$ cat src/rtl/id_stage.sv
// MIPS-subset decode stage: IF/ID capture, bypassed 32x32 register file, load-use stall, valid/ready ID/EX register.
// Optional ILLEGAL_INST_TRAP_EN adds out_illegal and sticky illegal_seen.
module id_stage #(
    parameter int RF_DEPTH = 32,
    parameter int DATA_W   = 32
) (
    input  logic              clk,
    input  logic              rst,
    input  logic [31:0]       if_inst,
    input  logic [31:0]       if_pc,
    input  logic              if_valid,
    output logic              if_stall,
    input  logic              flush,
    input  logic              ex_mem_read,
    input  logic [4:0]        ex_rt,
    input  logic              wb_en,
    input  logic [4:0]        wb_addr,
    input  logic [DATA_W-1:0] wb_data,
    input  logic              out_ready,
    output logic              out_valid,
    output logic [31:0]       out_pc,
    output logic [DATA_W-1:0] out_rs_data,
    output logic [DATA_W-1:0] out_rt_data,
    output logic [DATA_W-1:0] out_imm,
    output logic [4:0]        out_dst,
    output logic [2:0]        out_alu_op,
    output logic              out_alu_src,
    output logic              out_mem_read,
    output logic              out_mem_write,
    output logic              out_reg_write,
`ifdef ILLEGAL_INST_TRAP_EN
    output logic              out_illegal,
    output logic              illegal_seen,
`endif
    output logic              ct_branch,
    output logic              ct_jump,
    output logic              ct_jr
);

    localparam logic [5:0] OP_RTYPE = 6'h00, OP_J   = 6'h02, OP_JAL = 6'h03, OP_BEQ = 6'h04;
    localparam logic [5:0] OP_ADDIU = 6'h09, OP_ORI = 6'h0D, OP_LUI = 6'h0F;
    localparam logic [5:0] OP_LW    = 6'h23, OP_SW  = 6'h2B;
    localparam logic [5:0] FN_JR  = 6'h08, FN_ADDU = 6'h21, FN_SUBU = 6'h23;
    localparam logic [5:0] FN_AND = 6'h24, FN_OR   = 6'h25, FN_SLT  = 6'h2A;
    localparam logic [2:0] ALU_ADD = 3'd0, ALU_SUB = 3'd1, ALU_AND = 3'd2;
    localparam logic [2:0] ALU_OR  = 3'd3, ALU_SLT = 3'd4, ALU_LUI = 3'd5;

    typedef struct packed {
        logic              valid;
        logic [31:0]       pc;
        logic [DATA_W-1:0] rs_data;
        logic [DATA_W-1:0] rt_data;
        logic [DATA_W-1:0] imm;
        logic [4:0]        dst;
        logic [2:0]        alu_op;
        logic              alu_src;
        logic              mem_read;
        logic              mem_write;
        logic              reg_write;
    } idex_t;

    logic              ifid_valid_q, ifid_valid_d;
    logic [31:0]       ifid_inst_q, ifid_inst_d;
    logic [31:0]       ifid_pc_q, ifid_pc_d;
    logic [DATA_W-1:0] rf_q [RF_DEPTH];
    logic [DATA_W-1:0] rf_d [RF_DEPTH];
    idex_t             idex_q, idex_d, dec;
    logic [DATA_W-1:0] rs_rdata, rt_rdata;
    logic              hz, bp, uses_rt;
`ifdef ILLEGAL_INST_TRAP_EN
    logic              dec_illegal, illegal_q, illegal_d, seen_q, seen_d;
`endif

    logic [5:0]  op, funct;
    logic [4:0]  rs, rt, rd;
    logic [15:0] imm16;
    assign op    = ifid_inst_q[31:26];
    assign rs    = ifid_inst_q[25:21];
    assign rt    = ifid_inst_q[20:16];
    assign rd    = ifid_inst_q[15:11];
    assign imm16 = ifid_inst_q[15:0];
    assign funct = ifid_inst_q[5:0];

    always_comb begin
        rf_d = rf_q;
        if (wb_en && wb_addr != 5'd0) rf_d[wb_addr] = wb_data;
    end

    // A same-cycle write-back wins over the stored value; r0 is hardwired to zero.
    always_comb begin
        // NOTE: combinational blocks use blocking '=' so later statements see earlier results.
        rs_rdata = rf_q[rs];
        if (rs == 5'd0)                         rs_rdata = '0;
        else if (wb_en && wb_addr == rs)        rs_rdata = wb_data;
        rt_rdata = rf_q[rt];
        if (rt == 5'd0)                         rt_rdata = '0;
        else if (wb_en && wb_addr == rt)        rt_rdata = wb_data;
    end

    always_comb begin
        // NOTE: every field gets a default before the case, so no latch can be inferred.
        dec         = '0;
        dec.valid   = 1'b1;
        dec.pc      = ifid_pc_q;
        dec.rs_data = rs_rdata;
        dec.rt_data = rt_rdata;
        dec.imm     = {{(DATA_W-16){imm16[15]}}, imm16};
`ifdef ILLEGAL_INST_TRAP_EN
        dec_illegal = 1'b0;
`endif
        case (op)
            OP_RTYPE: begin
                dec.dst       = rd;
                dec.reg_write = 1'b1;
                case (funct)
                    FN_ADDU: dec.alu_op = ALU_ADD;
                    FN_SUBU: dec.alu_op = ALU_SUB;
                    FN_AND:  dec.alu_op = ALU_AND;
                    FN_OR:   dec.alu_op = ALU_OR;
                    FN_SLT:  dec.alu_op = ALU_SLT;
                    FN_JR:   dec.reg_write = 1'b0;
                    default: begin
                        dec.dst       = '0;
                        dec.reg_write = 1'b0;
`ifdef ILLEGAL_INST_TRAP_EN
                        dec_illegal   = 1'b1;
`endif
                    end
                endcase
            end
            OP_ADDIU: begin dec.dst = rt; dec.alu_src = 1'b1; dec.reg_write = 1'b1; end
            OP_ORI: begin
                dec.dst = rt; dec.alu_op = ALU_OR; dec.alu_src = 1'b1; dec.reg_write = 1'b1;
                dec.imm = {{(DATA_W-16){1'b0}}, imm16};
            end
            OP_LUI: begin dec.dst = rt; dec.alu_op = ALU_LUI; dec.alu_src = 1'b1; dec.reg_write = 1'b1; end
            OP_LW: begin
                dec.dst = rt; dec.alu_src = 1'b1; dec.mem_read = 1'b1; dec.reg_write = 1'b1;
            end
            OP_SW:  begin dec.dst = rt; dec.alu_src = 1'b1; dec.mem_write = 1'b1; end
            OP_BEQ: begin dec.dst = rt; dec.alu_op = ALU_SUB; end
            OP_J:   ;
            OP_JAL: begin dec.dst = 5'd31; dec.reg_write = 1'b1; end
            default: begin
`ifdef ILLEGAL_INST_TRAP_EN
                dec_illegal = 1'b1;
`endif
            end
        endcase
    end

    assign uses_rt   = (op == OP_RTYPE) || (op == OP_SW) || (op == OP_BEQ);
    assign hz        = ifid_valid_q && ex_mem_read && (ex_rt != 5'd0) &&
                       ((ex_rt == rs) || (uses_rt && ex_rt == rt));
    assign bp        = idex_q.valid && !out_ready;
    assign if_stall  = rst && (hz || bp) && !flush;
    assign ct_branch = ifid_valid_q && (op == OP_BEQ);
    assign ct_jump   = ifid_valid_q && ((op == OP_J) || (op == OP_JAL));
    assign ct_jr     = ifid_valid_q && (op == OP_RTYPE) && (funct == FN_JR);

    // Priority: flush kills both stages, backpressure freezes both, a hazard inserts a bubble.
    always_comb begin
        ifid_valid_d = ifid_valid_q;
        ifid_inst_d  = ifid_inst_q;
        ifid_pc_d    = ifid_pc_q;
        idex_d       = idex_q;
`ifdef ILLEGAL_INST_TRAP_EN
        illegal_d    = illegal_q;
`endif
        if (flush) begin
            ifid_valid_d = 1'b0;
            idex_d       = '0;
`ifdef ILLEGAL_INST_TRAP_EN
            illegal_d    = 1'b0;
`endif
        end else if (bp) begin
            idex_d = idex_q;
        end else if (hz) begin
            idex_d = '0;
`ifdef ILLEGAL_INST_TRAP_EN
            illegal_d = 1'b0;
`endif
        end else begin
            idex_d       = ifid_valid_q ? dec : '0;
            ifid_valid_d = if_valid;
            ifid_inst_d  = if_inst;
            ifid_pc_d    = if_pc;
`ifdef ILLEGAL_INST_TRAP_EN
            illegal_d    = ifid_valid_q && dec_illegal;
`endif
        end
`ifdef ILLEGAL_INST_TRAP_EN
        seen_d = seen_q || illegal_d;
`endif
    end

    always_ff @(posedge clk) begin
        if (!rst) begin
            ifid_valid_q <= 1'b0;
            ifid_inst_q  <= '0;
            ifid_pc_q    <= '0;
            idex_q       <= '0;
            // NOTE: the register file is reset explicitly, so it maps to flops, not a RAM macro.
            for (int i = 0; i < RF_DEPTH; i++) rf_q[i] <= '0;
`ifdef ILLEGAL_INST_TRAP_EN
            illegal_q    <= 1'b0;
            seen_q       <= 1'b0;
`endif
        end else begin
            ifid_valid_q <= ifid_valid_d;
            ifid_inst_q  <= ifid_inst_d;
            ifid_pc_q    <= ifid_pc_d;
            idex_q       <= idex_d;
            rf_q         <= rf_d;
`ifdef ILLEGAL_INST_TRAP_EN
            illegal_q    <= illegal_d;
            seen_q       <= seen_d;
`endif
        end
    end

    assign out_valid     = idex_q.valid;
    assign out_pc        = idex_q.pc;
    assign out_rs_data   = idex_q.rs_data;
    assign out_rt_data   = idex_q.rt_data;
    assign out_imm       = idex_q.imm;
    assign out_dst       = idex_q.dst;
    assign out_alu_op    = idex_q.alu_op;
    assign out_alu_src   = idex_q.alu_src;
    assign out_mem_read  = idex_q.mem_read;
    assign out_mem_write = idex_q.mem_write;
    assign out_reg_write = idex_q.reg_write;
`ifdef ILLEGAL_INST_TRAP_EN
    assign out_illegal   = illegal_q;
    assign illegal_seen  = seen_q;
`endif

endmodule
$ cat config.mk
export PLATFORM = sky130hd
export DESIGN_NAME = id_stage
export DESIGN_NICKNAME = d
export VERILOG_FILES = /design/src/rtl/id_stage.sv
export SDC_FILE = /design/constraint.sdc
export NUM_CORES = 2
export LEC_CHECK = 0
export CAP_MARGIN = 20
export CORE_UTILIZATION = 25
export DETAILED_ROUTE_END_ITERATION = 16
export GPL_TIMING_DRIVEN = 0
export HOLD_SLACK_MARGIN = 0.08
export PLACE_DENSITY_LB_ADDON = 0.25
export RECOVER_POWER = 25
export SKIP_CTS_REPAIR_TIMING = 1
export SLEW_MARGIN = 5
export SYNTH_ARGS = -nofsm -noshare
export SYNTH_HDL_FRONTEND = slang
export SYNTH_SLANG_ARGS = --single-unit
$ cat constraint.sdc
create_clock -name clk -period 3 [get_ports clk]
set_clock_uncertainty 0.2 [all_clocks]
set_input_delay 0.6 -clock clk [delete_from_list [all_inputs] [get_ports clk]]
set_output_delay 0.6 -clock clk [all_outputs]
set_load 0.1 [all_outputs]
==> metrics <==
Clock Latency Late Sink 0.83 ns; CTS Sinks 1215; peak fanout along the critical path 10; CTS buffer count 148; clock buffer depth 3; Placer Congestion 0.9707; starting DRC count in detailed routing 6251; Fmax 294.8 MHz; MaxCap Viol Count 0; post-synthesis cell area 61760 µm²; Synth area leader dfxtp_1; Synth top area share 0.3938; vias in the first global route 53390; Hold Vio Cnt, Final 0; Nets 7142; Slew headroom 0.1924; YS warnings 0; Post-DRT Antenna Nets 0; status finished with violations; Die ar. 249000 µm²; DR pass1 iterations 6; DP HPWL 236.7 mm; power per standard cell area 517.5 nW/µm²; most common flop cell mapped by yosys dfxtp_1; FFs w/ async S/R, synth 0; Vias/cell 5.405; drc violations 0; Synth Register Bits 1215; top cells by count, synth nand2_1, dfxtp_1, a21boi_0; top-count cell post-synth nand2_1; # H-tree levels 4; min-delay src wb_data[17]; slack of the critical path -0.3927 ns; GRT Util Overall 0.2405; reg2reg start ifid_inst_q[23]; EDFF count, synth 0; die width 499.0 µm; CP Capture Type flip-flop; first-pass GRT wire length 423.7 mm; largest net degree at the start of global routing 18; total number of vias 56040; crit path launch ex_rt[2]; critical path class in -> reg; wire per inst 29.85 µm; total grt overflow 0; Mapped Cells 6649; Worst IR Drop VDD 0.4615 mV; largest cells by area after synthesis dfxtp_1, mux4_2, nand2_1; Post-Synthesis Net Count 6762; RSZ-0062 raised after global routing true; syn avg cell area 9.289 µm²; final count of negative-setup-slack endpoints 130; initial antenna violation count 21; Tcrit/Tclk final 1.131; Initial Utilization 0.2514; P&R area growth vs syn 20.96%; Setup TNS Final -14.23 ns; crit path DAT 3.94 ns; worst hold path class in -> reg; WP data required 3.55 ns; Least-Margin Pin Slew 1.211 ns; Port Buf Inserts 221; Die Ht 499.0 µm; fin. max-slew vios 0; core area 245700 µm²; row count 182; I/O pin cnt 258; startpoint types input pin; share of cells above drive strength 1 0.1786; placed cell count 10100; final WL 309.5 mm; Netlist cell types 56; TritonCTS clock tree yes; failing checks negative setup slack; static leakage 25.60 nW; sequential-to-total area share from yosys stat 0.3938; Final Non-Filler Cells 10370; Root Buffer clkbuf_16; min cycle time layout 3.393 ns; clock slew at reported path FFs 0.06 ns
critical path, cell delays in order:
cell and delay, ns:
clkdlybuf4s50_1 0.46, or4_1 0.57, o211ai_4 0.25, nor4_4 0.10
nor2_1 0.49, and3_1 0.29, clkbuf_1 0.43, clkbuf_2 0.48
a221o_1 0.24
through the flow:
stage | util | setup WS, ns | area, µm² | power (mW) | hold WS (ns)
3_5_place_dp | 0.2772 | -2.092 | 68110 | 20.64 | 0.2470
2_1_floorplan | - | 0.04274 | 61770 | 18.80 | 0.2364
4_1_cts | 0.2963 | -2.110 | 72810 | 38.58 | 0.07260
6_report | 0.3040 | -0.3927 | 74700 | 38.66 | 0.09865
3_3_place_gp | 0.2768 | -2.316 | 68010 | 20.62 | 0.2462
5_1_grt | 0.3039 | -0.4074 | 74660 | 39.65 | 0.08899
path summary, 6_finish.rpt:
| check | endpoint | slack [ns] | depth (start not counted) |
|---|---|---|---|
| worst max-delay path | out_rs_data[11] | -0.39 | 9 |
| worst min register to register | out_alu_op[0] | 0.25 | 2 |
| worst max register to register | out_rs_data[11] | -0.38 | 7 |
| worst min-delay path | rf_q[17] | 0.1 | 3 |
cells in the final DEF (no fill, tap or decap), types with 110 or more instances in the layout:
cell type and count:
a22oi_1 110, dfxtp_1 1203, clkbuf_2 127, a21boi_0 1023, nand2_1 2176, clkbuf_16 151
dlymetal6s2s_1 121, mux2i_1 181, mux4_2 480, clkbuf_1 455
flip-flops by register name, indices dropped and copies added, names as in the netlist:
signal and flops:
ifid_pc_q 32, out_reg_write 1, out_alu_op 3, out_mem_write 1, ifid_valid_q 1, out_rs_data 32
out_mem_read 1, rf_q 1024, out_rt_data 32, out_pc 32, out_alu_src 1, out_dst 5
ifid_inst_q 32, out_valid 1, out_imm 17
final cells by class:
cell class                 instances  area, µm²
fill                           25670     171000
tap                             3220       4029
sequential                      1215      24340
buffer                           713       3714
multi-input combinational       4710      35260
clock buffer                     212       4318
inverter                           2      7.507
timing repair buffer             239       2604
antenna                           19      47.55
clock inverter                    37      385.4
per-layer routing:
layer	vias to the layer above	track usage	wire length, µm	share of wire
met3	647	0.04856	27490	0.089
li1	24070	-	-	-
met2	2978	0.3587	133000	0.43
met5	-	0	83	0.00027
met4	12	0.1523	21530	0.070
met1	28330	0.3161	127400	0.41
cell families after synthesis:
group / Yosys count / synth area share
XOR/XNOR: 23 / 0.003262
AO/OA/AOI/OAI: 1427 / 0.1728
multiplexers: 758 / 0.2214
flip-flops: 1215 / 0.3938
buffers and inverters: 724 / 0.04897
AND/OR/NAND/NOR: 2502 / 0.1597
report_power, final:
part           leakage (nW)  switching, mW  internal (mW)
clock network          2.32           7.72           10.3
logic                  13.5           2.87           1.30
registers              9.81          0.150           16.3
(Power assumes the default switching activity.)
